$ cat config.mk
export PLATFORM = sky130hd
export DESIGN_NAME = instr_fetch
export DESIGN_NICKNAME = d
export VERILOG_FILES = /design/src/rtl/instr_fetch.sv
export SDC_FILE = /design/constraint.sdc
export NUM_CORES = 1
export LEC_CHECK = 0
export BUFFER_PORTS_ARGS = -buffer_cell sky130_fd_sc_hd__buf_2
export CAP_MARGIN = 40
export CORE_MARGIN = 4
export CORE_UTILIZATION = 40
export CTS_CLUSTER_DIAMETER = 30
export DETAILED_ROUTE_END_ITERATION = 12
export PLACE_DENSITY = 0.73
export RECOVER_POWER = 100
export SYNTH_ARGS = -nofsm -noshare
export SYNTH_HDL_FRONTEND = slang
export SYNTH_SLANG_ARGS = --single-unit
$ cat constraint.sdc
create_clock -name clk -period 2.4 [get_ports clk]
set_input_delay 0.72 -clock clk [delete_from_list [all_inputs] [get_ports clk]]
set_output_delay 0.72 -clock clk [all_outputs]
set_load 0.005 [all_outputs]
$ cat src/rtl/instr_fetch.sv
// Instruction fetch stage.
// Drives the program counter into a synchronous instruction memory and registers each returned
// byte, together with the address it came from, towards the control unit.
// A one-entry skid buffer absorbs the single in-flight read when the consumer stalls.
// A jump request from the control unit redirects the PC and flushes all in-flight work.
module instr_fetch #(
  parameter int unsigned PC_W   = 8,
  parameter logic [7:0]  NOP_OP = 8'h00
) (
  input  logic            clk,
  input  logic            rst,
  input  logic            stall,
  input  logic            jmp_en,
  input  logic [PC_W-1:0] jmp_addr,
  output logic [PC_W-1:0] imem_addr,
  input  logic [7:0]      imem_rdata,
  output logic [7:0]      inst,
  output logic [PC_W-1:0] inst_pc,
  output logic            inst_valid
);

  typedef enum logic [1:0] {
    BOOT = 2'd0,  // first cycle out of reset, nothing issued yet
    RUN  = 2'd1,  // streaming; output reloads every unstalled cycle
    HOLD = 2'd2   // stalled with the in-flight read parked in the skid buffer
  } state_t;

  state_t          state;

  // Fetch side: current PC and a tag for the read whose data arrives this cycle.
  logic [PC_W-1:0] pc_q;
  logic            pend;
  logic [PC_W-1:0] pend_pc;

  // One-entry skid buffer.
  logic            skid_v;
  logic [7:0]      skid_data;
  logic [PC_W-1:0] skid_pc;

  logic            issue;
  logic            skid_load;

  assign imem_addr = pc_q;

  // A new read goes out only when the consumer is taking data and no redirect is pending.
  // Because a stalled cycle never issues, at most one read is in flight when a stall begins,
  // which is why a single skid entry suffices.
  assign issue = (state != BOOT) && !stall && !jmp_en;

  // The in-flight read must be parked when a stall starts while data is arriving.
  assign skid_load = (state == RUN) && stall && pend;

  // Program counter and in-flight tag; a jump redirects the PC and drops the outstanding read.
  always_ff @(posedge clk) begin
    // NOTE: every clocked register here uses non-blocking assignment so all state samples the
    // pre-edge values of its neighbours, regardless of statement order.
    if (rst) begin
      pc_q <= '0;
      pend <= 1'b0;
    end else if (jmp_en) begin
      pc_q <= jmp_addr;
      pend <= 1'b0;
    end else begin
      pend <= issue;
      if (issue) begin
        pc_q <= pc_q + 1'b1;  // wraps from all-ones to zero naturally
      end
    end
  end

  // Payload registers: the address tag of each read and the parked skid entry.
  always_ff @(posedge clk) begin
    // NOTE: these hold data only; their validity is carried by pend and skid_v, which are reset,
    // so the payload itself is deliberately left out of reset.
    if (issue) begin
      pend_pc <= pc_q;
    end
    if (skid_load) begin
      skid_data <= imem_rdata;
      skid_pc   <= pend_pc;
    end
  end

  // Output FSM: loads, holds or parks the returning instruction and drives the registered outputs.
  always_ff @(posedge clk) begin
    if (rst) begin
      state      <= BOOT;
      skid_v     <= 1'b0;
      inst       <= NOP_OP;
      inst_pc    <= '0;
      inst_valid <= 1'b0;
    end else if (jmp_en) begin
      // Flush wins over stall; inst_pc keeps its last value while the output is empty.
      state      <= RUN;
      skid_v     <= 1'b0;
      inst       <= NOP_OP;
      inst_valid <= 1'b0;
    end else begin
      case (state)
        BOOT: begin
          state <= RUN;
        end

        RUN: begin
          if (!stall) begin
            if (skid_v) begin
              inst       <= skid_data;
              inst_pc    <= skid_pc;
              inst_valid <= 1'b1;
              skid_v     <= 1'b0;
            end else if (pend) begin
              inst       <= imem_rdata;
              inst_pc    <= pend_pc;
              inst_valid <= 1'b1;
            end else begin
              inst       <= NOP_OP;
              inst_valid <= 1'b0;
            end
          end else if (pend) begin
            // Output holds; the read arriving now is parked so it is not lost.
            skid_v <= 1'b1;
            state  <= HOLD;
          end
        end

        HOLD: begin
          if (!stall) begin
            inst       <= skid_data;
            inst_pc    <= skid_pc;
            inst_valid <= 1'b1;
            skid_v     <= 1'b0;
            state      <= RUN;
          end
        end

        default: begin
          state <= BOOT;
        end
      endcase
    end
  end

endmodule

Word-level counts from Yosys, hierarchy flattened --
Cells that the tools add are included.
Storage, ports and cells: bits of input ports 20, ROM bits 0, word-level logic and storage cells 66, memories 0, latch bits 0, output and inout port bits 25, bits in writable memories 0, register bits 53
Operators by class: shifts and indexed selects 0, equal/unequal tests 11, divide/modulo/power cells 0, $mul 0, reduce and logical (&&, ||, !) cells 16, $lt $le $gt $ge 0, bitwise operators 1, $add $sub $neg 1, mux-type cells 26
Operators by type and width (count):
- 2-to-1 mux 8 bit | 10
- one-hot mux 8 bit (2 select lines) | 2
- inequality test 3 bit (second input constant) | 5
- AND reduction 3 bit | 4
- adder 8 x 1 -> 8 bit (second input constant) | 1
- 2-to-1 mux 1 bit | 8
- inequality test 2 bit (second input constant) | 4
- 2-to-1 mux 2 bit | 3
- one-hot mux 2 bit (3 select lines) | 1
- nonzero test 2 bit | 3
- AND reduction 5 bit | 1
- logical AND 1 bit | 4
- one-hot mux 1 bit (2 select lines) | 2
- == test 2 x 1 -> 1 bit (second input constant) | 1
- == test 2 bit (second input constant) | 1
- zero test 1 bit | 2
- zero test 2 bit | 1
- OR reduction 2 bit | 1
- NOT 1 bit | 1

Depth between registers and ports, before layout --
Gate-level depths: netlist of the first run.
word-level depth 5, depth in mapped cells 6, depth with buffers taken out 4

Worst setup path before layout of the first run --
No wires, ideal clock.
path type input port to flip-flop, from input port stall, to register skid_data[0], enable pin, stages 2, slack 477 ps, path buffers 0, required time 2010 ps, setup time 390 ps, arrival time 1533 ps, cell sequence nand2_1 -> nor2_1
On the way: cells in the longest elaborated chain, start to end 2
RTL lines:
- from (decl) | line 12 | input logic stall,
- logical AND 1 bit (2 in a row) | line 51 | assign skid_load = (state == RUN) && stall && pend;
- net skid_load | line 41 | logic skid_load;
- to (signal assigned) | line 79 | skid_data <= imem_rdata;
- to (decl) | line 37 | logic [7:0] skid_data;
The timed path passes the listed nets, and every way through them passes these cells. A chain may end at the register's enable or synchronous reset.

Final worst setup path of the first run --
from input port stall, to register pend_pc[1], enable pin
On the way: cells in the longest elaborated chain, start to end 3
RTL lines:
- zero test 1 bit
- logical AND 1 bit (2 in a row) | line 48 | assign issue = (state != BOOT) && !stall && !jmp_en;
- net issue | line 40 | logic issue;
- to (signal assigned) | line 76 | pend_pc <= pc_q;
- to (decl) | line 33 | logic [PC_W-1:0] pend_pc;
The timed path passes the listed nets, and every way through them passes these cells.

==> impl_metrics.env, run 1 <==
export IMPL_hold_path_class="reg2reg"
export IMPL_yosysMostFrequentCell="dfxtp_1"
export IMPL_drc_errors=0
export IMPL_wl_per_cell_um=13.9
export IMPL_p_leak_nw=0.905
export IMPL_cts_tree="built"
export IMPL_ys_warn_count=0
export IMPL_max_freq_mhz=560
export IMPL_final_min_clock_period_ns=1.78
export IMPL_grt_pass1_vias=1382
export IMPL_hp_start="pend_pc[0]"
export IMPL_max_stage_delay_ns=0.53
export IMPL_pre_cts_ws_ns=0.377
export IMPL_vias_per_cell=5.16
export IMPL_antenna_found_initial=0
export IMPL_path_cells="clkbuf_1 -> o21bai_1 -> nor2_1"
export IMPL_cts_hold_buf=0
export IMPL_worst_pin_slew_ns=0.785
export IMPL_yosysTopAreaCell="edfxtp_1"
export IMPL_clock_path_buffers=2
export IMPL_cp_end_kind="flop"
export IMPL_synth_top_family_by_area="compound AO/OA/AOI/OAI gates"
export IMPL_yosys_most_used_dff="dfxtp_1"
export IMPL_antenna_cells=0
export IMPL_clock_sinks=53
export IMPL_yosys_area_share_xor_xnor=0.0291
export IMPL_post_cts_setup_buffers=0
export IMPL_setup_worst_path_start="stall"
export IMPL_synth_fa_ha_area_frac=0.00593
export IMPL_worst_path_max_delay_cell="nor2_1"
export IMPL_critical_path_required_ns=2.34
export IMPL_power_density_mw_per_mm2=691
export IMPL_netlist_area_mm2=0.00211
export IMPL_worstSetupPathType="in2reg"
export IMPL_grt_start_max_net_pins=17
export IMPL_final_setup_skew_ns=0.00480
export IMPL_insertion_delay_ns=0.30
export IMPL_routabilityCongestion=0.770
export IMPL_postLayoutCoreUtil=0.484
export IMPL_synthTopCellsByArea="edfxtp_1 (34%), dfxtp_1 (28%), a21oi_1 (4.7%), mux2i_1 (4.3%), a22oi_1 (3.2%)"
export IMPL_maxCapViolations=0
export IMPL_dp_hpwl_um=2930
export IMPL_io_pins=45
export IMPL_synth_area_mux_share=0.0427
export IMPL_drv_slew=0
export IMPL_synth_edf_count=24
export IMPL_status="finished, final reports clean"
export IMPL_irDropWorstVdd_v=0.000301
export IMPL_num_fill_cells=497
export IMPL_rsz0062_at_grt="false"
export IMPL_drt_iter0_markers=106
export IMPL_cts_root_buf="clkbuf_8"
export IMPL_grt_pass1_wl_um=6580
export IMPL_route_vias_total=1523
export IMPL_setup_violations=0
export IMPL_grt_ovfl_total=0
export IMPL_coreArea_mm2=0.00511
export IMPL_drive_gt1_frac=0.169
export IMPL_final_cell_count_no_fill=295
export IMPL_worst_slack_ns=0.615
export IMPL_worstReg2RegStart="state[1]"
export IMPL_slew_headroom=0.477
export IMPL_track_usage=0.130
export IMPL_path_clk_slew_ns=0.09
export IMPL_syn_inst=178
export IMPL_critPathMaxFanout=8
export IMPL_synth_top_area_frac=0.342
export IMPL_cts_buffers=5
export IMPL_synthArstFlopShare=0
export IMPL_multi_input_area_um2=748
export IMPL_startpoint_type="primary input"
export IMPL_firstDrtPassIters=4
export IMPL_register_area_mm2=0.00130
export IMPL_synthSimpleGateAreaFrac=0.0991
export IMPL_die_x_um=80.6
export IMPL_synth_compound_area_frac=0.181
export IMPL_ctsResizeCount=0
export IMPL_synth_seq_cells=53
export IMPL_timing_setup_tns_ns=0
export IMPL_cp_arrival_ns=1.73
export IMPL_start_util=0.413
export IMPL_chipHeight_um=80.6
export IMPL_htreeDepth=2
export IMPL_yosys_top_cells_count="dfxtp_1 (29), edfxtp_1 (24), a21oi_1 (20), nor2_1 (14)"
export IMPL_synth_cell_type_count=38
export IMPL_port_buffers=44
export IMPL_hold_ws_ns=0.457
export IMPL_syn_avg_cell_area_um2=11.9
export IMPL_drtAntennaViolNets=0
export IMPL_areaGrowthSynthToFinish_pct=17.1
export IMPL_ys_seq_area_frac=0.617
export IMPL_hold_viol=0
export IMPL_dp_cells=287
export IMPL_die_area_mm2=0.00650
export IMPL_fp_row_count=26
export IMPL_routed_wl_um=4090
export IMPL_fin_nets=245
export IMPL_period_share=0.744
export IMPL_synth_nets=199
[through the flow]
step                      total power, mW  cell area, um^2
after global placement               1.11             2390
final                                1.71             2470
after global routing                 1.77             2470
after detailed placement             1.11             2390
after CTS                            1.73             2510
after floorplan                      1.06             2110
[logic make-up (layout without fill, tap and decap cells)]
| logic type | after synthesis | after routing |
|---|---|---|
| compound gates | 60 | 60 |
| flops | 53 | 53 |
| simple gates | 39 | 39 |
| mux | 9 | 9 |
| buf+inv | 9 | 56 |
| xor+xnor | 7 | 7 |
| fa+ha+maj | 1 | 1 |
[worst paths after layout]
kind	to	slack, ns	cells past startpoint
worst min-delay path	skid_pc[0]	0.46	0
worst max-delay path	pend_pc[1]	0.62	3
worst min register to register	skid_pc[0]	0.46	0
worst max register to register	inst_pc[6]	0.64	4
[state kept, by name (all words and copies together), names as in the netlist]
register,cells
inst,8
skid_v,1
skid_data,8
state,2
inst_pc,8
imem_addr,8
skid_pc,8
inst_valid,1
pend_pc,8
pend,1
[report_power, final]
part	leakage [nW]	internal, mW	switching [mW]
clock network	0.0574	0.339	0.280
logic	0.392	0.0413	0.0571
registers	0.456	0.966	0.0234
total	0.905	1.35	0.361
[placed cells by master (no fill, tap or decap), types with 4 or more instances in the layout]
| cell type | count |
|---|---|
| a211oi_1 | 4 |
| clkbuf_1 | 19 |
| clkbuf_8 | 6 |
| nand4_1 | 5 |
| a21oi_1 | 20 |
| a22oi_1 | 9 |
| dfxtp_1 | 29 |
| nor2_1 | 14 |
| buf_2 | 26 |
| mux2i_1 | 9 |
| o21ai_0 | 9 |
| nand2_1 | 6 |
| edfxtp_1 | 24 |
| nand2b_1 | 5 |
| xor2_1 | 5 |
| o31ai_1 | 8 |
[metal layers]
| layer | up-vias | part of all wire | wire, um | global-route usage |
|---|---|---|---|---|
| met1 | 718 | 0.48 | 1960 | 0.181 |
| met3 | 6 | 0.061 | 251 | 0.0404 |
| li1 | 762 | - | - | - |
| met2 | 37 | 0.45 | 1830 | 0.192 |
| met5 | - | 0 | 0 | 0 |
| met4 | 0 | 0.012 | 50 | 0.0405 |
[layout make-up]
class,count,area share
tap,70,0.0355
multi-input combinational,116,0.303
inverter,2,0.00304
timing repair buffer,46,0.0831
clock buffer,6,0.0334
clock inverter,2,0.0152
sequential,53,0.527
[worst max-delay path: cells and delay by family]
kind / cells / cell delay, ns
buffers and inverters: 1 / 0.17
and+or+nand+nor: 1 / 0.53
AOI/OAI and AO/OA: 1 / 0.30
(Power assumes the default switching activity.)
==> run 2, diff against run 1 <==
--- a/config.mk
+++ b/config.mk
@@ -11,7 +11,7 @@
 export CORE_UTILIZATION = 40
 export CTS_CLUSTER_DIAMETER = 30
 export DETAILED_ROUTE_END_ITERATION = 12
-export PLACE_DENSITY = 0.73
+export PLACE_DENSITY = 0.75
 export RECOVER_POWER = 100
 export SYNTH_ARGS = -nofsm -noshare
 export SYNTH_HDL_FRONTEND = slang
==> constraint.sdc (replaced) <==
create_clock -name clk -period 1.5 [get_ports clk]
set_input_delay 0.45 -clock clk [delete_from_list [all_inputs] [get_ports clk]]
set_output_delay 0.45 -clock clk [all_outputs]
set_load 0.005 [all_outputs]
==> run 2 against run 1 <==
Effect of this change:
- wire length is 2.7% higher
- die area stayed put
- sequential share of layout area is 2.1 points lower
- clock skew is 0.0020 ns higher
- register-to-register slack worse by 0.48 ns
- via count is 2.8% higher
- design area is 4.3% higher
- global-route usage is 0.91 points higher
- worst hold slack worse by 0.12 ns
- flip-flop and latch count stayed put
- final cell count is 3.7% higher
- critical path type is now reg2out
==> impl_metrics.env, run 2 (synthesis results as in run 1) <==
export IMPL_worst_path_max_delay_cell="dfxtp_1"
export IMPL_areaGrowthSynthToFinish_pct=22.1
export IMPL_cp_end_kind="output pin"
export IMPL_status="finished, final reports clean"
export IMPL_grt_ovfl_total=0
export IMPL_route_vias_total=1566
export IMPL_die_area_mm2=0.00650
export IMPL_hold_ws_ns=0.338
export IMPL_final_min_clock_period_ns=1.34
export IMPL_critical_path_required_ns=1.05
export IMPL_worst_slack_ns=0.155
export IMPL_cts_root_buf="clkbuf_8"
export IMPL_post_dp_cell_area_mm2=0.00251
export IMPL_grt_pass1_wl_um=7100
export IMPL_die_x_um=80.6
export IMPL_dp_hpwl_um=3070
export IMPL_path_clk_slew_ns=0.09
export IMPL_worst_pin_slew_ns=0.373
export IMPL_drv_slew=0
export IMPL_slew_headroom=0.751
export IMPL_clock_sinks=53
export IMPL_routed_wl_um=4200
export IMPL_antenna_found_initial=0
export IMPL_reg2reg_slack_ns=0.16
export IMPL_worstReg2RegStart="state[1]"
export IMPL_io_pins=45
export IMPL_layout_commonest_cell="dfxtp_1"
export IMPL_p_leak_nw=0.955
export IMPL_htreeDepth=2
export IMPL_timing_setup_tns_ns=0
export IMPL_hold_viol=0
export IMPL_worst_path_stages=1
export IMPL_drive_gt1_frac=0.220
export IMPL_final_setup_skew_ns=0.00684
export IMPL_drtAntennaViolNets=0
export IMPL_setup_worst_path_start="imem_addr[1]"
export IMPL_grt_pass1_vias=1547
export IMPL_drc_errors=0
export IMPL_firstDrtPassIters=4
export IMPL_start_util=0.413
export IMPL_fin_nets=256
export IMPL_hold_path_class="in2reg"
export IMPL_power_density_mw_per_mm2=1000
export IMPL_antenna_cells=0
export IMPL_cp_num_buf_inv=1
export IMPL_cp_arrival_ns=0.89
export IMPL_worst_r2r_path_depth=3
export IMPL_maxCapViolations=0
export IMPL_r2r_end="skid_data[3]"
export IMPL_max_stage_delay_ns=0.46
export IMPL_cts_buffers=5
export IMPL_insertion_delay_ns=0.30
export IMPL_path_cells="clkbuf_1"
export IMPL_setup_violations=0
export IMPL_routabilityCongestion=0.803
export IMPL_max_freq_mhz=744
export IMPL_fp_row_count=26
export IMPL_port_buffers=44
export IMPL_crit_family="flip-flops"
export IMPL_period_share=0.896
export IMPL_pre_cts_ws_ns=-0.0280
export IMPL_rsz0062_at_grt="false"
export IMPL_stdcell_area_mm2=0.00257
export IMPL_critPathMaxFanout=7
export IMPL_track_usage=0.139
export IMPL_irDropWorstVdd_v=0.000456
export IMPL_wl_per_cell_um=13.7
export IMPL_grt_start_max_net_pins=17
export IMPL_chipHeight_um=80.6
export IMPL_startpoint_type="flop"
export IMPL_clock_path_buffers=2
export IMPL_coreArea_mm2=0.00511
export IMPL_worstSetupPathType="reg2out"
export IMPL_drt_iter0_markers=89
export IMPL_final_cell_mix="dfxtp_1 (27), buf_2 (24), edfxtp_1 (24), clkbuf_1 (21), a21oi_1 (20)"
export IMPL_whs_path_depth=1
export IMPL_endpoint="imem_addr[1]"
export IMPL_cts_tree="built"
export IMPL_vias_per_cell=5.12
-- run 2: power by group --
part	leakage, nW	internal [mW]	switching (mW)	total [mW]
clock	0.0512	0.374	0.439	0.813
combinational	0.447	0.0880	0.0995	0.188
sequential	0.456	1.55	0.0356	1.58
total	0.955	2.01	0.574	2.58
-- run 2: worst reg2reg max path: stages (launching register included) --
cell and delay (ns):
dfxtp_2 0.36, nand2b_2 0.24, nor2_1 0.15, clkbuf_2 0.28
-- run 2: worst min-delay path by stage --
| stage | start | slack [ns] | to |
|---|---|---|---|
| floorplan | pend_pc[0] | 0.43 | skid_pc[0] |
| detailed placement | pend_pc[6] | 0.44 | skid_pc[6] |
| finish | imem_rdata[2] | 0.34 | skid_data[2] |
| global placement | pend_pc[6] | 0.44 | skid_pc[6] |
| CTS | imem_rdata[2] | 0.33 | skid_data[2] |
| global route | imem_rdata[2] | 0.32 | skid_data[2] |
-- run 2: per-layer routing --
metal	part of all wire	up-vias	global-route usage
met3	0.057	5	0.0359
li1	-	784	-
met4	0.012	0	0.0456
met5	0	-	0
met1	0.48	742	0.185
met2	0.45	35	0.220
-- run 2: area by class of cell --
cell class	count	area [um^2]
clock buffer	6	82.6
clock inverter	2	13.8
multi-input combinational	116	761
fill	456	2530
inverter	2	7.51
tap	70	87.6
sequential	53	1300
timing repair buffer	57	319
-- run 2: stage by stage --
stage / utilization / power (mW) / std cells
floorplan: - / 1.70 / 178
global placement: 0.492 / 1.80 / 298
detailed placement: 0.492 / 1.81 / 298
CTS: 0.511 / 2.61 / 306
global route: 0.504 / 2.69 / 306
finish: 0.504 / 2.58 / 306
-- run 2: repair_timing --
action                                  in CTS  in global routing
gates resized for setup                      0                  3
hold endpoints to repair                     0                  0
buffers inserted                             0                  0
endpoints found under the setup margin       0                 12
hold buffers                                 0                  0
